## src/rtl/thread_sequencer.sv

```systemverilog
// Thread sequencer: loads a thread, steps it through an external join/execute
// stage one instruction per cycle, and stops at end of program or on the step budget.

package my_pkg;
    localparam int NUM_REGS = 4;
    localparam int CODE_LEN = 4;

    // Instruction byte layout: [7:6] opcode, [5:4] src1, [3:2] src2, [1:0] dst
    typedef struct packed {
        logic [NUM_REGS-1:0][15:0] data;
        logic [CODE_LEN-1:0][7:0]  code;
    } thread_type;
endpackage

module thread_sequencer #(
    parameter int NUM_INST  = 4,
    parameter int MAX_STEPS = 255
) (
    input  logic              clk,
    input  logic              rst,
    input  logic              start,
    input  my_pkg::thread_type thread_init,
    output my_pkg::thread_type join_thread_in,
    output logic [7:0]        join_instruction,
    input  my_pkg::thread_type join_thread_out,
    input  logic [7:0]        join_instruction_post,
    output logic              busy,
    output logic              done,
    output logic              timeout,
    output logic [7:0]        steps,
    output my_pkg::thread_type thread_result
);

    localparam logic [7:0] C_NUM_INST  = 8'(NUM_INST);
    localparam logic [7:0] C_MAX_STEPS = 8'(MAX_STEPS);

    typedef enum logic [1:0] {
        S_IDLE,
        S_RUN,
        S_DONE
    } state_t;

    state_t             r_state;
    state_t             w_nextState;
    my_pkg::thread_type r_thread;
    my_pkg::thread_type r_result;
    logic [7:0]         r_index;
    logic [7:0]         r_steps;
    logic               r_timeout;

    logic [7:0]         w_stepsInc;
    logic               w_endOfProgram;
    logic               w_budgetSpent;

    // End of program wins over budget exhaustion when both land on the same edge
    assign w_stepsInc     = r_steps + 8'd1;
    assign w_endOfProgram = (join_instruction_post >= C_NUM_INST);
    assign w_budgetSpent  = (w_stepsInc == C_MAX_STEPS);

    // State register
    always_ff @(posedge clk) begin
        if (rst) begin
            r_state <= S_IDLE;
        end else begin
            r_state <= w_nextState;
        end
    end

    // Next-state logic; start is only looked at while idle
    always_comb begin
        w_nextState = r_state;
        case (r_state)
            S_IDLE: begin
                if (start) begin
                    w_nextState = S_RUN;
                end
            end
            S_RUN: begin
                if (w_endOfProgram || w_budgetSpent) begin
                    w_nextState = S_DONE;
                end
            end
            S_DONE: begin
                w_nextState = S_IDLE;
            end
            default: begin
                w_nextState = S_IDLE;
            end
        endcase
    end

    // Thread, index, step count and result registers
    always_ff @(posedge clk) begin
        if (rst) begin
            r_thread  <= '0;
            r_result  <= '0;
            r_index   <= '0;
            r_steps   <= '0;
            r_timeout <= 1'b0;
        end else begin
            case (r_state)
                S_IDLE: begin
                    if (start) begin
                        r_thread  <= thread_init;
                        r_index   <= '0;
                        r_steps   <= '0;
                        r_timeout <= 1'b0;
                    end
                end
                S_RUN: begin
                    r_thread <= join_thread_out;
                    r_index  <= join_instruction_post;
                    if (r_steps < C_MAX_STEPS) begin
                        r_steps <= w_stepsInc;
                    end
                    if (w_endOfProgram) begin
                        r_result  <= join_thread_out;
                        r_timeout <= 1'b0;
                    end else if (w_budgetSpent) begin
                        r_result  <= join_thread_out;
                        r_timeout <= 1'b1;
                    end
                end
                default: begin
                end
            endcase
        end
    end

    assign busy             = (r_state == S_RUN);
    assign done             = (r_state == S_DONE);
    assign timeout          = r_timeout;
    assign steps            = r_steps;
    assign join_thread_in   = r_thread;
    assign join_instruction = r_index;
    assign thread_result    = r_result;

endmodule

```

## config.mk

```make
export PLATFORM = sky130hd
export DESIGN_NAME = thread_sequencer
export DESIGN_NICKNAME = d
export VERILOG_FILES = /design/src/rtl/thread_sequencer.sv
export SDC_FILE = /design/constraint.sdc
export NUM_CORES = 1
export LEC_CHECK = 0
export ABC_AREA = 1
export BUFFER_PORTS_ARGS = -buffer_cell sky130_fd_sc_hd__buf_2
export CAP_MARGIN = 20
export CORE_AREA = 4 4 157 159
export DETAILED_ROUTE_END_ITERATION = 8
export DIE_AREA = 0 0 161 163
export PLACE_DENSITY = 0.76
export SKIP_CTS_REPAIR_TIMING = 1
export SYNTH_ARGS = -nofsm -noshare
export SYNTH_HDL_FRONTEND = slang
export SYNTH_SLANG_ARGS = --single-unit
```

## constraint.sdc

```tcl
create_clock -name clk -period 5.3 [get_ports clk]
set_clock_uncertainty 0.2 [all_clocks]
set_input_delay 0.265 -clock clk [delete_from_list [all_inputs] [get_ports clk]]
set_output_delay 0.265 -clock clk [all_outputs]
set_load 0.005 [all_outputs]
```

==> impl_metrics.tcl <==
set metrics [dict create \
    clkTransAtPathRegs_ns 0.06 \
    placed_area_um2 10500 \
    rsz0062_at_grt "false" \
    cp-end-kind "flop" \
    core_area_um2 23300 \
    cts_tree "built" \
    antenna_found_initial 0 \
    die_h_um 163 \
    start_kind "flop" \
    crit_arrival_ns 3.91 \
    clk_path_buf_depth 3 \
    ys_seq_area_share_pct 50.7 \
    wl_per_cell_um 16.8 \
    area_growth_pct 59.9 \
    yosysWarningCount 0 \
    hold_depth 2 \
    rows 56 \
    track_usage_pct 19.5 \
    hold_violations 0 \
    grt_max_degree 113 \
    async_reset_ff_share_pct 0 \
    setup_ws_ns 1.62 \
    regToRegEndpoint "join_thread_in[63]" \
    nNetsFinal 1919 \
    worstRegToRegCells 8 \
    critPathKind "reg2reg" \
    dr.pass1.iters 7 \
    worst-path-buf-inv 4 \
    synth_edf_count 0 \
    finish.instance_area_um2 13300 \
    crit_required_ns 5.53 \
    ys_ff_latch 211 \
    max_stage_delay_ns 0.90 \
    cp_slowest_cell "nand2_4" \
    die_w_um 161 \
    start_util_pct 35.8 \
    crit_chain "inv_1 -> nor2_4 -> clkinv_2 -> nand2_4 -> buf_12 -> o21ai_0 -> a31oi_1 -> dlygate4sd3_1" \
    syn-cell-area_um2 8330 \
    cap_violations 0 \
    clk_latency_ns 0.49 \
    hold_ws_ns 0.256 \
    slew-limit-headroom_pct 27.8 \
    cp_max_fo 106 \
    min_period_ns 3.68 \
    grt_pass1_wl_um 42800 \
    fin_setup_tns_ns 0 \
    antenna_left 0 \
    syn-num-nets 1348 \
    synth-main-ff-cell "dfxtp_1" \
    finalSetupViolations 0 \
    ir_drop_v 0.000217 \
    regArea_um2 4220 \
    fin_crit_sh_pct 69.4 \
    vias 10600 \
    multi_input_area_um2 3560 \
    detail_route.iter0.violations 1275 \
    powerDensity_nw_per_um2 297 \
    hp-class "reg2reg" \
    dp_slack_ns 1.82 \
    die_area_um2 26200 \
    cts_root_buf "clkbuf_16" \
    globalRouteOverflowTotal 0 \
    ioPinCount 414 \
    synth_top_area_share_pct 50.7 \
    synth.area.top_cells "dfxtp_1 51%, nand2_1 19%, a31oi_1 7.2%" \
    drc_errors 0 \
    hold_path.startpoint "timeout" \
    synth_common_cells "430 x nand2_1, 211 x dfxtp_1, 98 x o21ai_0, 96 x a31oi_1, 74 x nand3_1" \
    min_to "timeout" \
    htree_num_levels 1 \
    synth.distinct_cells 24 \
    startpoint "r_state[0]" \
    dp_hpwl_um 19900 \
    outcome "finished clean" \
    yosysMostFrequentCell "nand2_1" \
    avgViaCountPerCell 5.16 \
    numCtsBuffers 22 \
    grt_pass1_vias 8398 \
    fmax_mhz 272 \
    reg2reg_setup_slack_ns 1.62 \
    fin_util_pct 57.2 \
    place.port_buffers 413 \
    worst_slew_pin_slew_ns 1.08 \
    wl_um 34300 \
    slew_violations 0 \
    fillers 1919 \
    synth_area_per_cell_um2 7.28 \
    clkSinkCount 211 \
    r2r-start "r_state[0]" \
    p_leak_nw 6.68 \
    path_delay_family "buffers and inverters" \
    syn_inst 1143 \
    gp_congestion 0.884 \
    layout-drive-gt1-share_pct 26.8 \
    synth_top_area_cell "dfxtp_1" \
]
## power by group
| group | internal (mW) | switching, mW | leakage, nW |
|---|---|---|---|
| logic | 0.336 | 0.387 | 4.61 |
| clock network | 0.850 | 0.605 | 0.334 |
| registers | 1.71 | 0.0665 | 1.74 |
## worst max-delay path by stage
stage | to | cells after the start | slack, ns
6_report | join_thread_in[63] | 8 | 1.62
5_1_grt | thread_result[20] | 10 | 1.41
4_1_cts | thread_result[8] | 10 | 1.81
3_5_place_dp | thread_result[25] | 10 | 1.82
3_3_place_gp | thread_result[47] | 10 | 1.88
2_1_floorplan | thread_result[32] | 12 | 3.23
## worst register-to-register path: stages (launching register included)
cell	delay (ns)
dfxtp_1	0.35
inv_1	0.09
nor2_4	0.10
clkinv_2	0.52
nand2_4	0.90
buf_12	0.38
o21ai_0	0.27
a31oi_1	0.21
dlygate4sd3_1	0.59
## through the flow
stage,std cells,power [mW]
final,2044,3.96
after global routing,2043,4.13
after CTS,1830,3.82
after detailed placement,1796,2.36
after global placement,1796,2.35
after floorplan,1143,2.08
## logic make-up (layout without fill, tap and decap cells)
kind of cell,count (synthesis),after routing,share of synthesized area [%]
AOI/OAI and AO/OA,214,214,14.4
adders and majority gates,2,2,0.300
DFF,211,211,50.7
and+or+nand+nor,585,585,27.9
other,0,1,0
buffers and inverters,131,712,6.69
## routing by layer
metal  routed length (µm)  global-route usage (%)
met2                16300                    33.2
met1                12700                    24.0
met5                    0                       0
met3                 3410                    4.56
met4                 1830                    7.64
## final cells by class
| cell class | instances | share of cell area (%) |
|---|---|---|
| tap | 319 | 3.00 |
| inverter | 45 | 1.30 |
| clock buffer | 30 | 4.90 |
| antenna | 1 | 0.0188 |
| sequential | 211 | 31.7 |
| clock inverter | 4 | 0.169 |
| timing repair buffer | 633 | 32.1 |
| multi-input combinational | 801 | 26.8 |
## flip-flops by register name, indices dropped and copies added (netlist names)
register	flops
join_thread_in	96
join_instruction	8
timeout	1
steps	8
r_state	2
thread_result	96
## layout by cell type (no fill, tap or decap)
| master | instances |
|---|---|
| buf_12 | 2 |
| clkinv_1 | 1 |
| nand3_2 | 1 |
| dfxtp_1 | 211 |
| dlygate4sd3_1 | 213 |
| nand4_1 | 3 |
| nor2_1 | 71 |
| diode_2 | 1 |
| clkinv_2 | 4 |
| ha_1 | 2 |
| a31oi_1 | 96 |
| inv_1 | 41 |
| nand2_1 | 429 |
| a21oi_1 | 18 |
| inv_2 | 1 |
| clkbuf_1 | 2 |
| buf_4 | 5 |
| nand2_4 | 2 |
| nand3_1 | 74 |
| o21bai_1 | 2 |
| nand2_2 | 1 |
| clkbuf_8 | 5 |
| inv_4 | 1 |
| nor4_1 | 1 |
| or2_2 | 1 |
| buf_2 | 413 |
| clkbuf_16 | 23 |
| nor2_4 | 2 |
| clkinvlp_4 | 1 |
| o21ai_0 | 98 |
Power figures use the tool's default switching activity.
